**config.mk**
```make
export PLATFORM = sky130hd
export DESIGN_NAME = regfile_write_arbiter_flat
export DESIGN_NICKNAME = d
export VERILOG_FILES = /design/src/rtl/regfile_write_arbiter_pkg.sv /design/src/rtl/regfile_write_arbiter_if.sv /design/src/rtl/regfile_write_arbiter_rr_arbiter.sv /design/src/rtl/regfile_write_arbiter.sv /design/src/flat_wrapper.sv
export SDC_FILE = /design/constraint.sdc
export NUM_CORES = 1
export LEC_CHECK = 0
export ABC_AREA = 1
export CAP_MARGIN = 20
export CORE_AREA = 3 3 74 76
export CTS_CLUSTER_SIZE = 12
export DETAILED_ROUTE_END_ITERATION = 7
export DIE_AREA = 0 0 77 79
export HOLD_SLACK_MARGIN = 0.05
export PLACE_DENSITY = 0.87
export SYNTH_ARGS = -nofsm -noshare
export SYNTH_HDL_FRONTEND = slang
export SYNTH_SLANG_ARGS = --single-unit
```
**constraint.sdc**
```tcl
create_clock -name clk -period 3.7 [get_ports clk]
set_input_delay 0.74 -clock clk [delete_from_list [all_inputs] [get_ports clk]]
set_output_delay 0.74 -clock clk [all_outputs]
set_load 0.03 [all_outputs]
```
**src/rtl/regfile_write_arbiter_pkg.sv**
```systemverilog
// Shared constants and FSM state type for the register-file write arbiter.
// No ports: provides DATA_WIDTH, ADDR_WIDTH, NUM_REGS and state_e.
package regfile_pkg;

  localparam int unsigned DATA_WIDTH = 16;
  localparam int unsigned ADDR_WIDTH = 4;
  localparam int unsigned NUM_REGS   = 16;

  typedef enum logic [0:0] {
    ARB   = 1'b0,
    CLEAR = 1'b1
  } state_e;

endpackage

```
**src/rtl/regfile_write_arbiter_if.sv**
```systemverilog
// Requester-side bus of the write arbiter: NUM_REQ packed valid/ready lanes.
// master: requesters (drive valid/dest/data, see ready)
// slave : arbiter    (sees valid/dest/data, drives ready)
interface regfile_write_arbiter_if
  import regfile_pkg::*;
#(
  parameter int unsigned NUM_REQ = 3
) ();

  logic [NUM_REQ-1:0]            req_valid;
  logic [NUM_REQ-1:0]            req_ready;
  logic [NUM_REQ*ADDR_WIDTH-1:0] req_dest;
  logic [NUM_REQ*DATA_WIDTH-1:0] req_data;

  modport master (
    output req_valid,
    output req_dest,
    output req_data,
    input  req_ready
  );

  modport slave (
    input  req_valid,
    input  req_dest,
    input  req_data,
    output req_ready
  );

endinterface

```
**src/rtl/regfile_write_arbiter_rr_arbiter.sv**
```systemverilog
// Round-robin arbiter: combinational one-hot grant searching from ptr+1,
// plus the pointer register that moves to the winner on advance.
// Ports: clk, rst (async active-low), req, allow (gate all grants),
//        advance (a transfer happened), grant (one-hot), grant_idx.
module rr_arbiter #(
  parameter int unsigned NUM_REQ = 3
) (
  input  logic                       clk,
  input  logic                       rst,
  input  logic [NUM_REQ-1:0]         req,
  input  logic                       allow,
  input  logic                       advance,
  output logic [NUM_REQ-1:0]         grant,
  output logic [$clog2(NUM_REQ)-1:0] grant_idx
);

  localparam int unsigned SRC_W = $clog2(NUM_REQ);

  logic [SRC_W-1:0] ptr;
  logic [SRC_W-1:0] idx;
  logic             found;

  // First requester after the pointer, wrapping modulo NUM_REQ.
  always_comb begin
    grant     = '0;
    grant_idx = ptr;
    idx       = '0;
    found     = 1'b0;
    for (int unsigned k = 1; k <= NUM_REQ; k++) begin
      idx = SRC_W'((32'(ptr) + k) % NUM_REQ);
      if (!found && req[idx]) begin
        found     = 1'b1;
        grant_idx = idx;
      end
    end
    if (found && allow) begin
      grant[grant_idx] = 1'b1;
    end
  end

  // Reset value NUM_REQ-1 gives requester 0 first priority.
  always_ff @(posedge clk or negedge rst) begin
    if (!rst) begin
      ptr <= SRC_W'(NUM_REQ - 1);
    end else if (advance) begin
      ptr <= grant_idx;
    end
  end

endmodule

```
**src/rtl/regfile_write_arbiter.sv**
```systemverilog
// Shares the register-file write port between NUM_REQ requesters (round-robin)
// and a clear sequencer that writes zero to every register, one per cycle.
// Ports: clk, rst (async active-low), bus (requester valid/ready/dest/data),
//        clear_start/clear_busy/clear_done, reg_write_en/dest/data, wr_src.
module regfile_write_arbiter
  import regfile_pkg::*;
#(
  parameter int unsigned NUM_REQ = 3
) (
  input  logic                        clk,
  input  logic                        rst,
  regfile_write_arbiter_if.slave      bus,
  input  logic                        clear_start,
  output logic                        clear_busy,
  output logic                        clear_done,
  output logic                        reg_write_en,
  output logic [ADDR_WIDTH-1:0]       reg_write_dest,
  output logic [DATA_WIDTH-1:0]       reg_write_data,
  output logic [$clog2(NUM_REQ)-1:0]  wr_src
);

  localparam int unsigned SRC_W = $clog2(NUM_REQ);

  state_e                state, state_n;
  logic [ADDR_WIDTH-1:0] cnt, cnt_n;
  logic                  en_n, busy_n, done_n;
  logic [ADDR_WIDTH-1:0] dest_n;
  logic [DATA_WIDTH-1:0] data_n;
  logic [SRC_W-1:0]      src_n;

  logic                  allow;
  logic                  advance;
  logic [NUM_REQ-1:0]    grant;
  logic [SRC_W-1:0]      grant_idx;

  // Grants only in ARB, never while a clear is being started, never in reset.
  assign allow = rst && (state == ARB) && !clear_start;

  rr_arbiter #(.NUM_REQ(NUM_REQ)) u_arb (
    .clk       (clk),
    .rst       (rst),
    .req       (bus.req_valid),
    .allow     (allow),
    .advance   (advance),
    .grant     (grant),
    .grant_idx (grant_idx)
  );

  assign bus.req_ready = grant;

  // Next state and next registered outputs.
  always_comb begin
    state_n = state;
    cnt_n   = cnt;
    en_n    = 1'b0;
    dest_n  = '0;
    data_n  = '0;
    src_n   = '0;
    busy_n  = 1'b0;
    done_n  = 1'b0;
    advance = 1'b0;
    case (state)
      ARB: begin
        if (clear_start) begin
          en_n    = 1'b1;
          busy_n  = 1'b1;
          cnt_n   = ADDR_WIDTH'(1);
          state_n = CLEAR;
        end else if (|grant) begin
          advance = 1'b1;
          en_n    = 1'b1;
          dest_n  = bus.req_dest[grant_idx*ADDR_WIDTH +: ADDR_WIDTH];
          data_n  = bus.req_data[grant_idx*DATA_WIDTH +: DATA_WIDTH];
          src_n   = grant_idx;
        end
      end
      CLEAR: begin
        en_n   = 1'b1;
        busy_n = 1'b1;
        dest_n = cnt;
        cnt_n  = cnt + 1'b1;
        if (cnt == ADDR_WIDTH'(NUM_REGS - 1)) begin
          done_n  = 1'b1;
          cnt_n   = '0;
          state_n = ARB;
        end
      end
      default: begin
        state_n = ARB;
        cnt_n   = '0;
      end
    endcase
  end

  // State, counter and output registers.
  always_ff @(posedge clk or negedge rst) begin
    if (!rst) begin
      state          <= ARB;
      cnt            <= '0;
      reg_write_en   <= 1'b0;
      reg_write_dest <= '0;
      reg_write_data <= '0;
      wr_src         <= '0;
      clear_busy     <= 1'b0;
      clear_done     <= 1'b0;
    end else begin
      state          <= state_n;
      cnt            <= cnt_n;
      reg_write_en   <= en_n;
      reg_write_dest <= dest_n;
      reg_write_data <= data_n;
      wr_src         <= src_n;
      clear_busy     <= busy_n;
      clear_done     <= done_n;
    end
  end

endmodule

```
**src/flat_wrapper.sv**
```systemverilog
// flat-port wrapper written by rule: the top's interface ports become plain ports
module regfile_write_arbiter_flat import regfile_pkg::*;
#(
  parameter int unsigned NUM_REQ = 3
)
  (clk, rst, clear_start, clear_busy, clear_done, reg_write_en, reg_write_dest, reg_write_data, wr_src, bus_req_valid, bus_req_dest, bus_req_data, bus_req_ready);
  regfile_write_arbiter_if #(.NUM_REQ(NUM_REQ)) bus_i ();
  input  logic clk;
  input  logic rst;
  input  logic clear_start;
  output logic clear_busy;
  output logic clear_done;
  output logic reg_write_en;
  output logic [ADDR_WIDTH-1:0] reg_write_dest;
  output logic [DATA_WIDTH-1:0] reg_write_data;
  output logic [$clog2(NUM_REQ)-1:0] wr_src;
  input wire logic [$bits(bus_i.req_valid)-1:0] bus_req_valid;
  input wire logic [$bits(bus_i.req_dest)-1:0] bus_req_dest;
  input wire logic [$bits(bus_i.req_data)-1:0] bus_req_data;
  output wire logic [$bits(bus_i.req_ready)-1:0] bus_req_ready;
  assign bus_i.req_valid = bus_req_valid;
  assign bus_i.req_dest = bus_req_dest;
  assign bus_i.req_data = bus_req_data;
  assign bus_req_ready = bus_i.req_ready;
  regfile_write_arbiter #(.NUM_REQ(NUM_REQ)) u_core (.clk(clk), .rst(rst), .bus(bus_i), .clear_start(clear_start), .clear_busy(clear_busy), .clear_done(clear_done), .reg_write_en(reg_write_en), .reg_write_dest(reg_write_dest), .reg_write_data(reg_write_data), .wr_src(wr_src));
endmodule
```
==> out/summary.txt <==
RSZ-0062 raised after global routing -> no
Core area -> 4790 µm²
IO Pins -> 94
Total GRT Usage -> 20.3%
Initial DRC Count -> 103
Vias in the first global route -> 2305
Diodes inserted -> 0
Worst EP arrival -> 2.63 ns
Reg clk slew, reported paths -> 0.06 ns
DRT Pass-1 Iters -> 4
H-tree levels -> 2
Number of synthesized flops with an enable pin -> 0
Worst vdd ir -> 0.000621 V
Net Count, Synth -> 383
Final setup viols -> 0
Antenna violations before repair -> 0
Hold Buf Count CTS -> 0
Syn Inst Count -> 312
Worst hold slack -> 0.522 ns
CP Max Fanout -> 21
Residual DRC -> 0
Largest net degree at the start of global routing -> 33
Async set or reset register ratio after synthesis -> 100%
Clk Latency, worst-skew pair -> 0.28 ns
Sink Count -> 32
YS warnings -> 0
Crit path cell chain -> clkdlybuf4s50_1 > inv_2 > o21ai_1 > nand2_2 > nand3_4 > clkinv_4 > nand2_4 > nand2_8 > inv_4 > nor2_8 > buf_4
Die width -> 77 µm
GP Congestion -> 0.805
GR Overflow Total -> 0
Worst slew margin -> 74.6%
Total Neg Setup Slack -> 0 ns
Die footprint -> 6080 µm²
Antenna viol nets, final -> 0
Max clock buf depth -> 2
CP max stage delay -> 0.53 ns
DR WL/cell -> 12.4 µm
Pwr Density -> 1040 nW/µm²
Worst-Margin Slew -> 0.382 ns
Syn avg cell area -> 7.19 µm²
Period utilization -> 91.0%
Die Height -> 79 µm
Vias/cell -> 4.86
# Post-CTS Setup Buffers -> 0
Critical Path Slowest Stage Cell -> clkdlybuf4s50_1
Nets@finish -> 477
Data required, critical path -> 2.96 ns
Sequential area share after synthesis -> 35.8%
Final hold violation count -> 0
DP HPWL -> 4.69 mm
Leakage Power -> 1.70 nW
Startpoint types -> input pin
Routed WL -> 5.88 mm
Rows -> 25
Distinct cells, synth -> 32
CTS Root Cell -> clkbuf_8
Flops & latches, synth -> 32
Run status -> finished, final reports clean
Effective utilization at floorplan -> 46.8%
Clock skew -> 0.00216 ns
Crit-path leading delay family -> buffers and inverters
Worst Path Buf+Inv -> 5
CP Capture Type -> output pin
First-pass GRT wire length -> 9.95 mm
Vias after detailed routing -> 2305
Min cycle time layout -> 3.37 ns
Pwr Total -> 3.48 mW
Num CTS Buffers -> 5
Max Freq -> 297 MHz
Slew Viols, Final -> 0
Area Growth Syn to Fin -> 48.9%
Main flop type after synthesis -> dfrtp_1
TritonCTS clock tree -> yes
Worst hold path type -> reg2reg
Netlist Area Pre-Place -> 2240 µm²
Cts repair resizes -> 0
Crit Path Class -> in2out
Share of post-route cells with drive strength above 1 -> 12.5%
Port buffer count -> 93
Max cap viols -> 0
[cell type report]
type | instances | area, µm²
Inverter | 64 | 248
Timing Repair Buffer | 97 | 953
Multi-Input combinational cell | 206 | 1120
Clock buffer | 7 | 96.3
Fill cell | 389 | 1450
Sequential cell | 32 | 802
Clock inverter | 1 | 30.0
Tap cell | 67 | 83.8
[cell families after synthesis]
kind of cell             share of synthesized area (%)
AND/OR/NAND/NOR                                   38.7
buffers and inverters                             14.1
flip-flops                                        35.8
AO/OA/AOI/OAI                                     8.71
adder cells (fa/ha/maj)                           2.79
[sequential cells by signal, summed over array words and instances (netlist names)]
name,flops
u_core.u_arb.ptr,2
u_core.reg_write_data,16
u_core.wr_src,2
u_core.reg_write_dest,4
u_core.state,1
u_core.reg_write_en,1
u_core.clear_busy,1
u_core.clear_done,1
u_core.cnt,4
[per-stage QoR]
step           area, µm²  utilization (%)  std cells  worst slack (ns)
6_report            3340             69.8        474             0.333
2_1_floorplan       2240                -        312             0.927
5_1_grt             3340             69.8        474             0.113
4_1_cts             3330             69.6        473             0.142
3_5_place_dp        3200             67.0        465             0.141
3_3_place_gp        3200             67.0        465             0.197
[worst reg2reg max path: cells and delay by family, from the launching register on]
family | cells | cell delay [ns]
adder cells (fa/ha/maj) | 1 | 0.33
buffers and inverters | 4 | 0.53
AO/OA/AOI/OAI | 1 | 0.10
AND/OR/NAND/NOR | 8 | 1.12
flip-flops | 1 | 0.40
[report_power, final]
group	switching (mW)	internal, mW
logic	1.76	0.863
clock network	0.123	0.237
registers	0.0551	0.439
[metal layers]
layer	share of wire, %	vias up	track usage, %	routed length (µm)
met5	0	-	0	0
met4	1.0	0	5.69	61
met3	10	9	7.60	609
met2	51	103	36.5	3010
met1	37	1035	22.5	2190
li1	-	1158	-	-
[synth_stat cells, types with 2 or more instances]
cell type,n,share of area (%)
a21oi_1,9,2.0
a21oi_2,8,3.1
buf_2,5,1.1
clkbuf_1,3,0.50
dfrtp_1,31,35
ha_1,5,2.8
inv_1,57,9.5
inv_2,5,0.84
nand2_1,79,13
nand2_2,7,2.0
nand3_1,63,14
nand3_4,3,2.3
nor2_1,13,2.2
nor2_4,2,1.0
nor2_8,2,1.8
o21ai_0,4,0.89
[path summary, 6_finish.rpt]
path	from	end	slack (ns)	cells after the start
max in group asynchronous	rst	u_core.u_arb.ptr[1]	2.47	2
min in group asynchronous	rst	u_core.wr_src[1]	0.92	2
hold reg to reg	u_core.cnt[3]	u_core.reg_write_dest[3]	0.52	2
setup reg to reg	u_core.u_arb.ptr[0]	u_core.reg_write_data[1]	1.08	14
setup / recovery	bus_req_valid[2]	bus_req_ready[1]	0.33	11
hold / removal	u_core.cnt[3]	u_core.reg_write_dest[3]	0.52	2
[cell usage in the layout, fill, tap and decap left out, drive strengths merged]
cell and n:
dfrtp 31, a21oi 17, clkbuf 7, dfstp 1
o21ai 7, nor2 18, inv 63, o31ai 1
o21a 1, clkinv 1, buf 7, nand2 88
clkdlybuf4s50 90, ha 5, a22o 1, o22ai 1
nand3 67, bufinv 1
Note: power is estimated with default switching activity, not from simulation.
